**src/rtl/hilo_muldiv_pkg.sv**
```systemverilog
// Shared MIPS datapath definitions: ALU control codes, HI/LO unit op codes,
// the multiply/divide FSM states and operand helpers.
package hilo_muldiv_pkg;

  localparam int XLEN  = 32;
  localparam int ITERS = 32;

  localparam logic [3:0] ALU_AND = 4'd0;
  localparam logic [3:0] ALU_OR  = 4'd1;
  localparam logic [3:0] ALU_ADD = 4'd2;
  localparam logic [3:0] ALU_SUB = 4'd6;
  localparam logic [3:0] ALU_SLT = 4'd7;
  localparam logic [3:0] ALU_NOR = 4'd12;

  localparam logic [2:0] OP_MULT  = 3'd0;
  localparam logic [2:0] OP_MULTU = 3'd1;
  localparam logic [2:0] OP_MADD  = 3'd2;
  localparam logic [2:0] OP_MADDU = 3'd3;
  localparam logic [2:0] OP_DIV   = 3'd4;
  localparam logic [2:0] OP_DIVU  = 3'd5;
  localparam logic [2:0] OP_MTHI  = 3'd6;
  localparam logic [2:0] OP_MTLO  = 3'd7;

  typedef enum logic [2:0] {
    S_IDLE,
    S_MUL,
    S_DIV,
    S_FIX,
    S_DONE
  } md_state_e;

  function automatic logic is_signed_op(input logic [2:0] op);
    return (op == OP_MULT) || (op == OP_MADD) || (op == OP_DIV);
  endfunction

  // Magnitude of a two's complement value; 0x80000000 maps to itself,
  // which is the correct unsigned magnitude.
  function automatic logic [XLEN-1:0] mag(input logic [XLEN-1:0] v, input logic sgn);
    return (sgn && v[XLEN-1]) ? (~v + 32'd1) : v;
  endfunction

endpackage

```
**src/rtl/hilo_muldiv_seq_divider.sv**
```systemverilog
// Unsigned 32-cycle restoring divider core. done is high during the cycle
// whose closing edge performs the last iteration.
module seq_divider
  import hilo_muldiv_pkg::*;
(
  input  logic            clk,
  input  logic            rst_n,
  input  logic            start,
  input  logic [XLEN-1:0] dividend,
  input  logic [XLEN-1:0] divisor,
  output logic            done,
  output logic [XLEN-1:0] quotient,
  output logic [XLEN-1:0] remainder
);

  logic            active_q;
  logic [5:0]      cnt_q;
  logic [XLEN-1:0] quo_q, rem_q, dvs_q;
  logic [XLEN:0]   shifted, diff;
  logic            fits;

  always_comb begin
    shifted = {rem_q, quo_q[XLEN-1]};
    fits    = shifted >= {1'b0, dvs_q};
    diff    = shifted - {1'b0, dvs_q};
  end

  assign done      = active_q && (cnt_q == 6'(ITERS - 1));
  assign quotient  = quo_q;
  assign remainder = rem_q;

  always_ff @(posedge clk or negedge rst_n) begin
    if (!rst_n) begin
      active_q <= 1'b0;
      cnt_q    <= '0;
      quo_q    <= '0;
      rem_q    <= '0;
      dvs_q    <= '0;
    end else if (start) begin
      active_q <= 1'b1;
      cnt_q    <= '0;
      quo_q    <= dividend;
      rem_q    <= '0;
      dvs_q    <= divisor;
    end else if (active_q) begin
      // Quotient bits shift in from the right as dividend bits shift out.
      rem_q <= fits ? diff[XLEN-1:0] : shifted[XLEN-1:0];
      quo_q <= {quo_q[XLEN-2:0], fits};
      cnt_q <= cnt_q + 6'd1;
      if (done) active_q <= 1'b0;
    end
  end

endmodule

```
**src/rtl/hilo_muldiv.sv**
```systemverilog
// Iterative multiply/divide unit owning the architectural HI/LO pair:
// MULT/MULTU/MADD/MADDU/DIV/DIVU in 32 iterations, MTHI/MTLO in one cycle.
module hilo_muldiv
  import hilo_muldiv_pkg::*;
(
  input  logic            clk,
  input  logic            rst_n,
  input  logic            start,
  input  logic [2:0]      op,
  input  logic [XLEN-1:0] a,
  input  logic [XLEN-1:0] b,
  output logic            busy,
  output logic            done,
  output logic            div_by_zero,
  output logic [XLEN-1:0] hi,
  output logic [XLEN-1:0] lo
);

  md_state_e         state_q;
  logic [5:0]        cnt_q;
  logic [2:0]        op_q;
  logic              sa_q, sb_q;
  logic [XLEN-1:0]   mcand_q;
  logic [2*XLEN-1:0] acc_q;
  logic [XLEN-1:0]   hi_q, lo_q;
  logic              busy_q, done_q, dbz_q;

  logic              sgn, is_div, accept, div_start;
  logic [XLEN-1:0]   a_mag, b_mag;
  logic [XLEN:0]     sum;
  logic [2*XLEN-1:0] acc_step, prod, madd;
  logic              div_last;
  logic [XLEN-1:0]   quo, rem, quo_fix, rem_fix;

  always_comb begin
    sgn       = is_signed_op(op);
    a_mag     = mag(a, sgn);
    b_mag     = mag(b, sgn);
    is_div    = (op == OP_DIV) || (op == OP_DIVU);
    accept    = (state_q == S_IDLE) && start;
    div_start = accept && is_div && (b != '0);
  end

  seq_divider u_div (
    .clk       (clk),
    .rst_n     (rst_n),
    .start     (div_start),
    .dividend  (a_mag),
    .divisor   (b_mag),
    .done      (div_last),
    .quotient  (quo),
    .remainder (rem)
  );

  // Shift-add step: conditionally add the multiplicand into the upper half,
  // then shift the 65-bit result right, retiring one multiplier bit.
  always_comb begin
    sum      = {1'b0, acc_q[2*XLEN-1:XLEN]} + {1'b0, (acc_q[0] ? mcand_q : '0)};
    acc_step = {sum, acc_q[XLEN-1:1]};
    prod     = (sa_q ^ sb_q) ? (~acc_q + 64'd1) : acc_q;
    madd     = {hi_q, lo_q} + prod;
    quo_fix  = (sa_q ^ sb_q) ? (~quo + 32'd1) : quo;
    rem_fix  = sa_q ? (~rem + 32'd1) : rem;
  end

  always_ff @(posedge clk or negedge rst_n) begin
    if (!rst_n) begin
      state_q <= S_IDLE;
      cnt_q   <= '0;
      op_q    <= '0;
      sa_q    <= 1'b0;
      sb_q    <= 1'b0;
      mcand_q <= '0;
      acc_q   <= '0;
      hi_q    <= '0;
      lo_q    <= '0;
      busy_q  <= 1'b0;
      done_q  <= 1'b0;
      dbz_q   <= 1'b0;
    end else begin
      case (state_q)
        S_IDLE: begin
          if (accept) begin
            if (op == OP_MTHI || op == OP_MTLO) begin
              if (op == OP_MTHI) hi_q <= a;
              else               lo_q <= a;
              done_q  <= 1'b1;
              state_q <= S_DONE;
            end else if (is_div && b == '0) begin
              dbz_q   <= 1'b1;
              done_q  <= 1'b1;
              state_q <= S_DONE;
            end else begin
              op_q    <= op;
              sa_q    <= sgn & a[XLEN-1];
              sb_q    <= sgn & b[XLEN-1];
              mcand_q <= a_mag;
              acc_q   <= {{XLEN{1'b0}}, b_mag};
              cnt_q   <= '0;
              busy_q  <= 1'b1;
              state_q <= is_div ? S_DIV : S_MUL;
            end
          end
        end
        S_MUL: begin
          acc_q <= acc_step;
          cnt_q <= cnt_q + 6'd1;
          if (cnt_q == 6'(ITERS - 1)) state_q <= S_FIX;
        end
        S_DIV: begin
          if (div_last) state_q <= S_FIX;
        end
        S_FIX: begin
          case (op_q)
            OP_MULT, OP_MULTU: {hi_q, lo_q} <= prod;
            OP_MADD, OP_MADDU: {hi_q, lo_q} <= madd;
            default: begin
              lo_q <= quo_fix;
              hi_q <= rem_fix;
            end
          endcase
          busy_q  <= 1'b0;
          done_q  <= 1'b1;
          state_q <= S_DONE;
        end
        default: begin
          done_q  <= 1'b0;
          dbz_q   <= 1'b0;
          state_q <= S_IDLE;
        end
      endcase
    end
  end

  assign busy        = busy_q;
  assign done        = done_q;
  assign div_by_zero = dbz_q;
  assign hi          = hi_q;
  assign lo          = lo_q;

endmodule

```
**config.mk**
```make
export PLATFORM = sky130hd
export DESIGN_NAME = hilo_muldiv
export DESIGN_NICKNAME = d
export VERILOG_FILES = /design/src/rtl/hilo_muldiv_pkg.sv /design/src/rtl/hilo_muldiv_seq_divider.sv /design/src/rtl/hilo_muldiv.sv
export SDC_FILE = /design/constraint.sdc
export NUM_CORES = 1
export LEC_CHECK = 0
export BUFFER_PORTS_ARGS = -buffer_cell sky130_fd_sc_hd__buf_4
export CORE_ASPECT_RATIO = 1.2
export CORE_MARGIN = 2
export CORE_UTILIZATION = 45
export CTS_CLUSTER_SIZE = 10
export DETAILED_ROUTE_END_ITERATION = 16
export PLACE_DENSITY_LB_ADDON = 0.15
export SLEW_MARGIN = 30
export SYNTH_ARGS = -nofsm -noshare
export SYNTH_HDL_FRONTEND = slang
export SYNTH_SLANG_ARGS = --single-unit
```
**constraint.sdc**
```tcl
create_clock -name clk -period 6.75 [get_ports clk]
set_input_delay 0.675 -clock clk [delete_from_list [all_inputs] [get_ports clk]]
set_output_delay 0.675 -clock clk [all_outputs]
set_load 0.05 [all_outputs]
```
==> metrics.yaml, run 1 <==
status: "finished clean"
vias_per_cell: 6.32
clock_path_buffers: 3
syn_area_per_cell_um2: 7.89
ys_async_sr_fraction_pct: 100
finClkSkew_ps: 23.4
cp_max_fo: 8
final_max_slew_viol_count: 0
gp_congestion: 1.01
cts_max_level: 2
rsz0062_at_grt: "no"
arrival_ps: 6770
cp_slowest_cell: "a221oi_1"
synth_top_family_by_area: "compound AO/OA/AOI/OAI gates"
syn_area_um2: 24200
worstReg2RegStart: "acc_q[4]"
crit_family: "compound AO/OA/AOI/OAI gates"
start_kind: "flip-flop"
postCtsSetupBuffers: 0
place.detailed.hpwl_um: 76500
path_class: "reg -> reg"
routedWlPerCell_um: 25.8
max_stage_delay_ps: 640
cts_root_buffer: "clkbuf_16"
die-area_um2: 55600
dieWidth_um: 216
core_area_um2: 53400
netlist_instances: 3067
num_rows: 93
mostFrequentLayoutCell: "a21oi_1"
period_share_pct: 93.7
fmax_ghz: 0.158
io_pins: 137
nets: 3340
cts_buffers: 38
synth_xor_area_share_pct: 10.2
synth_ff_type: "dfrtp_1"
relSlewSlack_pct: 29.5
mostFrequentLayoutCells: "a21oi_1, nor2_1, nand2_1"
worstPathRequired_ps: 7200
floorplan.initialDensity_pct: 45.3
synth-simple-area-share_pct: 19.3
path_cells: "or4_1 > nor4_1 > nand3b_1 > or2_2 > o31ai_1 > xnor2_1 > ha_1 > a21oi_1 > o21ai_0 > a2111oi_0 > a21oi_1 > a31oi_1 > o2111a_1 > nor2_1 > a221oi_1 > mux2i_1 > a221o_1"
hold_buffers: 0
synth_compound_area_share_pct: 28.2
finalNonFillerCells: 3853
yosys.area_share.adder_pct: 7.96
synth_cell_types: 90
grt_overflow_total: 0
antenna_found_initial: 3
drc_errors: 0
synth-seq-cells: 279
worst_pin_slew_ps: 1050
vias: 24400
grt_max_degree: 152
hold_viol_final: 0
critPathBufInv: 0
setup-tns-final_ps: 0
synth-seq-area-share_pct: 28.9
muxShareOfSynthArea_pct: 1.22
ant_nets: 0
synthToLayoutAreaGrowth_pct: 12.0
cp_common_cell: "a21oi_1"
postCtsResizedCells: 0
grt_pass1_wl_um: 148000
synth.net_count: 3289
dr.pass1.iters: 6
startpoint: "acc_q[4]"
cp-end-kind: "flip-flop"
totalWireLength_um: 99500
synth_warnings: 0
timing.final.crit_period_ps: 6320
post_route_cells_drive_above_1_share_pct: 8.79
synth_edf_count: 0
cts_tree: "done"
drt_iter0_drc: 2320
cts_sinks: 279
setup_viol: 0
dp_cells: 3789
gr-usage-all-layers_pct: 35.0
worstSkewPairLatency_ps: 560
grt_pass1_vias: 23200
io_buffers: 136
max_cap_violations: 0
hp-class: "in -> async"
fp.dieH_um: 258
fin_util_pct: 50.7
clk_pin_slew_worst_paths_ps: 70
cells in the mapped netlist, types with 35 or more instances:
cell      number  area share, %
xor2_1       111            4.0
clkbuf_1     147            2.3
nand2_1      280            4.3
dfrtp_1      279             29
o21ai_0      238            4.9
a21o_1        59            1.8
or3_1         35           0.91
nand3_1       62            1.3
and2_1        49            1.3
a211oi_1      76            2.4
a21oi_1      342            7.1
nor3_1        67            1.4
ha_1         149            7.7
xnor2_1      171            6.2
o31ai_1       41            1.3
nor2_1       301            4.7
nor2b_1       47            1.2
inv_1        102            1.6
metal layers:
metal	vias to the layer above	wire length (um)	GRT usage, %
met5	-	17	0
met4	2	6770	21.0
met3	229	6810	6.08
met2	929	45200	55.7
met1	11900	40700	44.4
li1	11300	-	-
area by class of cell:
class / instances / area, um2
fill: 5181 / 26300
multi-input combinational: 2520 / 16300
clock inverter: 10 / 114
inverter: 104 / 390
antenna: 2 / 5.00
sequential: 279 / 6990
clock buffer: 51 / 1050
timing repair buffer: 175 / 1360
tap: 712 / 891
stage by stage:
stage | worst slack [ps] | cell area [um2] | hold slack, ps
after global routing | 48.0 | 27100 | 123
final | 426 | 27100 | 78.5
after detailed placement | 616 | 25900 | 462
after global placement | 667 | 25900 | 460
after CTS | 589 | 27000 | 108
after floorplan | 1440 | 24200 | 379
worst paths after layout:
| check | endpoint | slack (ps) | cells past startpoint |
|---|---|---|---|
| max | hi[28] | 430 | 17 |
| min | hi[27] | 80 | 1 |
| max reg2reg | hi[28] | 430 | 17 |
| min reg2reg | mcand_q[17] | 470 | 2 |
| max in group asynchronous | acc_q[7] | 5310 | 3 |
| min in group clk | op_q[1] | 400 | 3 |
cells by family after synthesis:
group,count (synthesis)
buffers and inverters,268
XOR/XNOR,282
AO/OA/AOI/OAI,1068
AND/OR/NAND/NOR,989
multiplexers,29
flip-flops,279
adder cells (fa/ha/maj),152
sequential cells by signal (all words and copies together), names as in the netlist, 2 cells and up:
name and flops:
lo 32, u_div.cnt_q 6, acc_q 64, hi 32
op_q 2, u_div.dvs_q 32, cnt_q 6, u_div.remainder 32
u_div.quotient 32, mcand_q 32, state_q 3
Power of run 1 is left out: the tool's default activity adds up to more than one toggle a clock period on the data nets, which glitch-free logic cannot reach.
==> run 2: changes to the inputs <==
--- a/config.mk
+++ b/config.mk
@@ -12,6 +12,7 @@
 export CTS_CLUSTER_SIZE = 10
 export DETAILED_ROUTE_END_ITERATION = 16
 export PLACE_DENSITY_LB_ADDON = 0.15
+export SETUP_SLACK_MARGIN = 0.5
 export SLEW_MARGIN = 30
 export SYNTH_ARGS = -nofsm -noshare
 export SYNTH_HDL_FRONTEND = slang
==> run 2 against run 1 <==
Net effect:
- final area increased by 0.10%
- highest routed layer unchanged
- utilization increased by 0.051 points
- critical path depth unchanged
- global-route usage unchanged
- critical endpoint is now hi[31]
- sequential share of layout area about the same
- clock skew increased by 1.7 ps
- wire length increased by 0.19%
- largest cell class unchanged
- worst setup slack improved by 400 ps
- count of clock-buffer cells in the layout unchanged
- worst hold slack got worse by 7.7 ps
- sequential cell count unchanged
==> metrics.yaml, run 2 (synthesis gave the netlist of run 1 again) <==
status: "finished clean"
io_pins: 137  # unchanged
seq_area_um2: 6990  # unchanged
die-area_um2: 55600  # unchanged
gp_congestion: 1.01  # unchanged
arrival_ps: 6390  # -380 ps
cp_slowest_cell: "or4_1"
rsz0062_at_grt: "no"
cp_max_fo: 13  # +5
cts_buffers: 38  # unchanged
max_flop_register: "acc_q"
cts_root_buffer: "clkbuf_16"
grt_pass1_vias: 23200  # unchanged
grt_overflow_total: 0  # unchanged
drc_errors: 0  # unchanged
floorplan.initialDensity_pct: 45.3  # unchanged
synthToLayoutAreaGrowth_pct: 12.1
vias: 24300  # -0.22%
final_cell_area_um2: 27100  # +0.10%
cts_sinks: 279  # unchanged
antenna_found_initial: 3  # unchanged
grt_pass1_wl_um: 148000  # unchanged
timing.final.crit_period_ps: 5920  # -405 ps
relSlewSlack_pct: 28.3  # -1.2 points
path_class: "reg -> reg"
max_stage_delay_ps: 590  # -50 ps
grt_max_degree: 152  # unchanged
post_route_cells_drive_above_1_share_pct: 8.91  # +0.12 points
largest_register_ffs: 64  # unchanged
nets: 3342  # +0.060%
clk_pin_slew_worst_paths_ps: 70  # about the same
gr-usage-all-layers_pct: 35.0  # unchanged
finClkSkew_ps: 25.0  # +1.65 ps
place.detailed.hpwl_um: 76500  # unchanged
fp.dieH_um: 258  # unchanged
ant_nets: 0  # unchanged
mostFrequentLayoutCells: "a21oi_1, nor2_1, nand2_1"
period_share_pct: 87.7  # -6.0 points
setup_viol: 0  # unchanged
dr.pass1.iters: 6  # unchanged
worstSkewPairLatency_ps: 570  # about the same
place_area_um2: 25900  # unchanged
drt_iter0_drc: 2262  # -2.5%
hp-class: "in -> async"
num_rows: 93  # unchanged
totalWireLength_um: 99700  # +0.19%
cts_tree: "done"
cts_max_level: 2  # unchanged
multi_input_area_um2: 16300  # about the same
setup-tns-final_ps: 0  # unchanged
fmax_ghz: 0.169  # +6.8%
cp-end-kind: "flip-flop"
io_buffers: 136  # unchanged
final_max_slew_viol_count: 0  # unchanged
fillCellCount: 5178  # -0.058%
path_cells: "or4_1 > nor4_1 > nand3b_1 > buf_4 > o41ai_1 > xnor2_1 > ha_1 > a21oi_1 > o21ai_0 > or3_1 > or3_1 > o221ai_1 > o21bai_1 > a31o_2 > a311o_1 > mux2_1 > a31oi_1"
core_area_um2: 53400  # unchanged
start_kind: "flip-flop"
max_cap_violations: 0  # unchanged
worstPathRequired_ps: 7220  # +20 ps
hold_viol_final: 0  # unchanged
worst_pin_slew_ps: 1070  # +17.5 ps
mostFrequentLayoutCell: "a21oi_1"
routedWlPerCell_um: 25.9  # +0.14%
clock_path_buffers: 3  # unchanged
cp_common_cell: "or3_1"
vias_per_cell: 6.31  # -0.27%
dieWidth_um: 216  # unchanged
-- run 2: final cells by class --
cell class	count	share of cell area, %
Clock inverter	10	0.420
Sequential cell	279	25.8
Multi-Input combinational cell	2520	60.1
Tap cell	712	3.29
Inverter	104	1.44
Clock buffer	51	3.88
Timing Repair Buffer	177	5.08
Antenna cell	2	0.0185
-- run 2: timing repair --
item / CTS / global route
hold buffers: 0 / 0
setup buffers: 0 / 2
gates resized for setup: 0 / 3
endpoints found under the setup margin: 0 / 10
-- run 2: stage by stage --
stage / cells / hold slack (ps) / util (%) / worst slack (ps)
detailed placement: 3789 / 462 / 48.4 / 616
finish: 3855 / 70.9 / 50.8 / 831
CTS: 3850 / 108 / 50.6 / 589
global placement: 3789 / 460 / 48.4 / 667
global route: 3853 / 123 / 50.7 / 582
floorplan: 3067 / 379 / - / 1440
-- run 2: worst max-delay path, delay by kind of cell (launching register included) --
family          cells  cell delay, ps
compound gates      8            2330
xor+xnor            1             230
fa+ha+maj           1             380
buf+inv             1             230
flops               1             420
mux                 1             340
simple gates        5            1900
-- run 2: final timing paths --
| check | to | startpoint | slack (ps) | cells past startpoint |
|---|---|---|---|---|
| min in group clk | op_q[1] | op[1] | 400 | 3 |
| worst min register to register | mcand_q[17] | mcand_q[17] | 470 | 2 |
| worst max-delay path | hi[31] | acc_q[4] | 830 | 17 |
| worst min-delay path | hi[27] | rst_n | 70 | 1 |
| max in group asynchronous | acc_q[7] | rst_n | 5320 | 3 |
| worst max register to register | hi[31] | acc_q[4] | 830 | 17 |
-- run 2: routing by layer --
layer | track usage (%) | wire length [um]
met1 | 44.4 | 40800
met2 | 55.7 | 45200
met3 | 6.08 | 6790
met4 | 21.0 | 6850
met5 | 0 | 17
Power of run 2 is left out for the same reason.
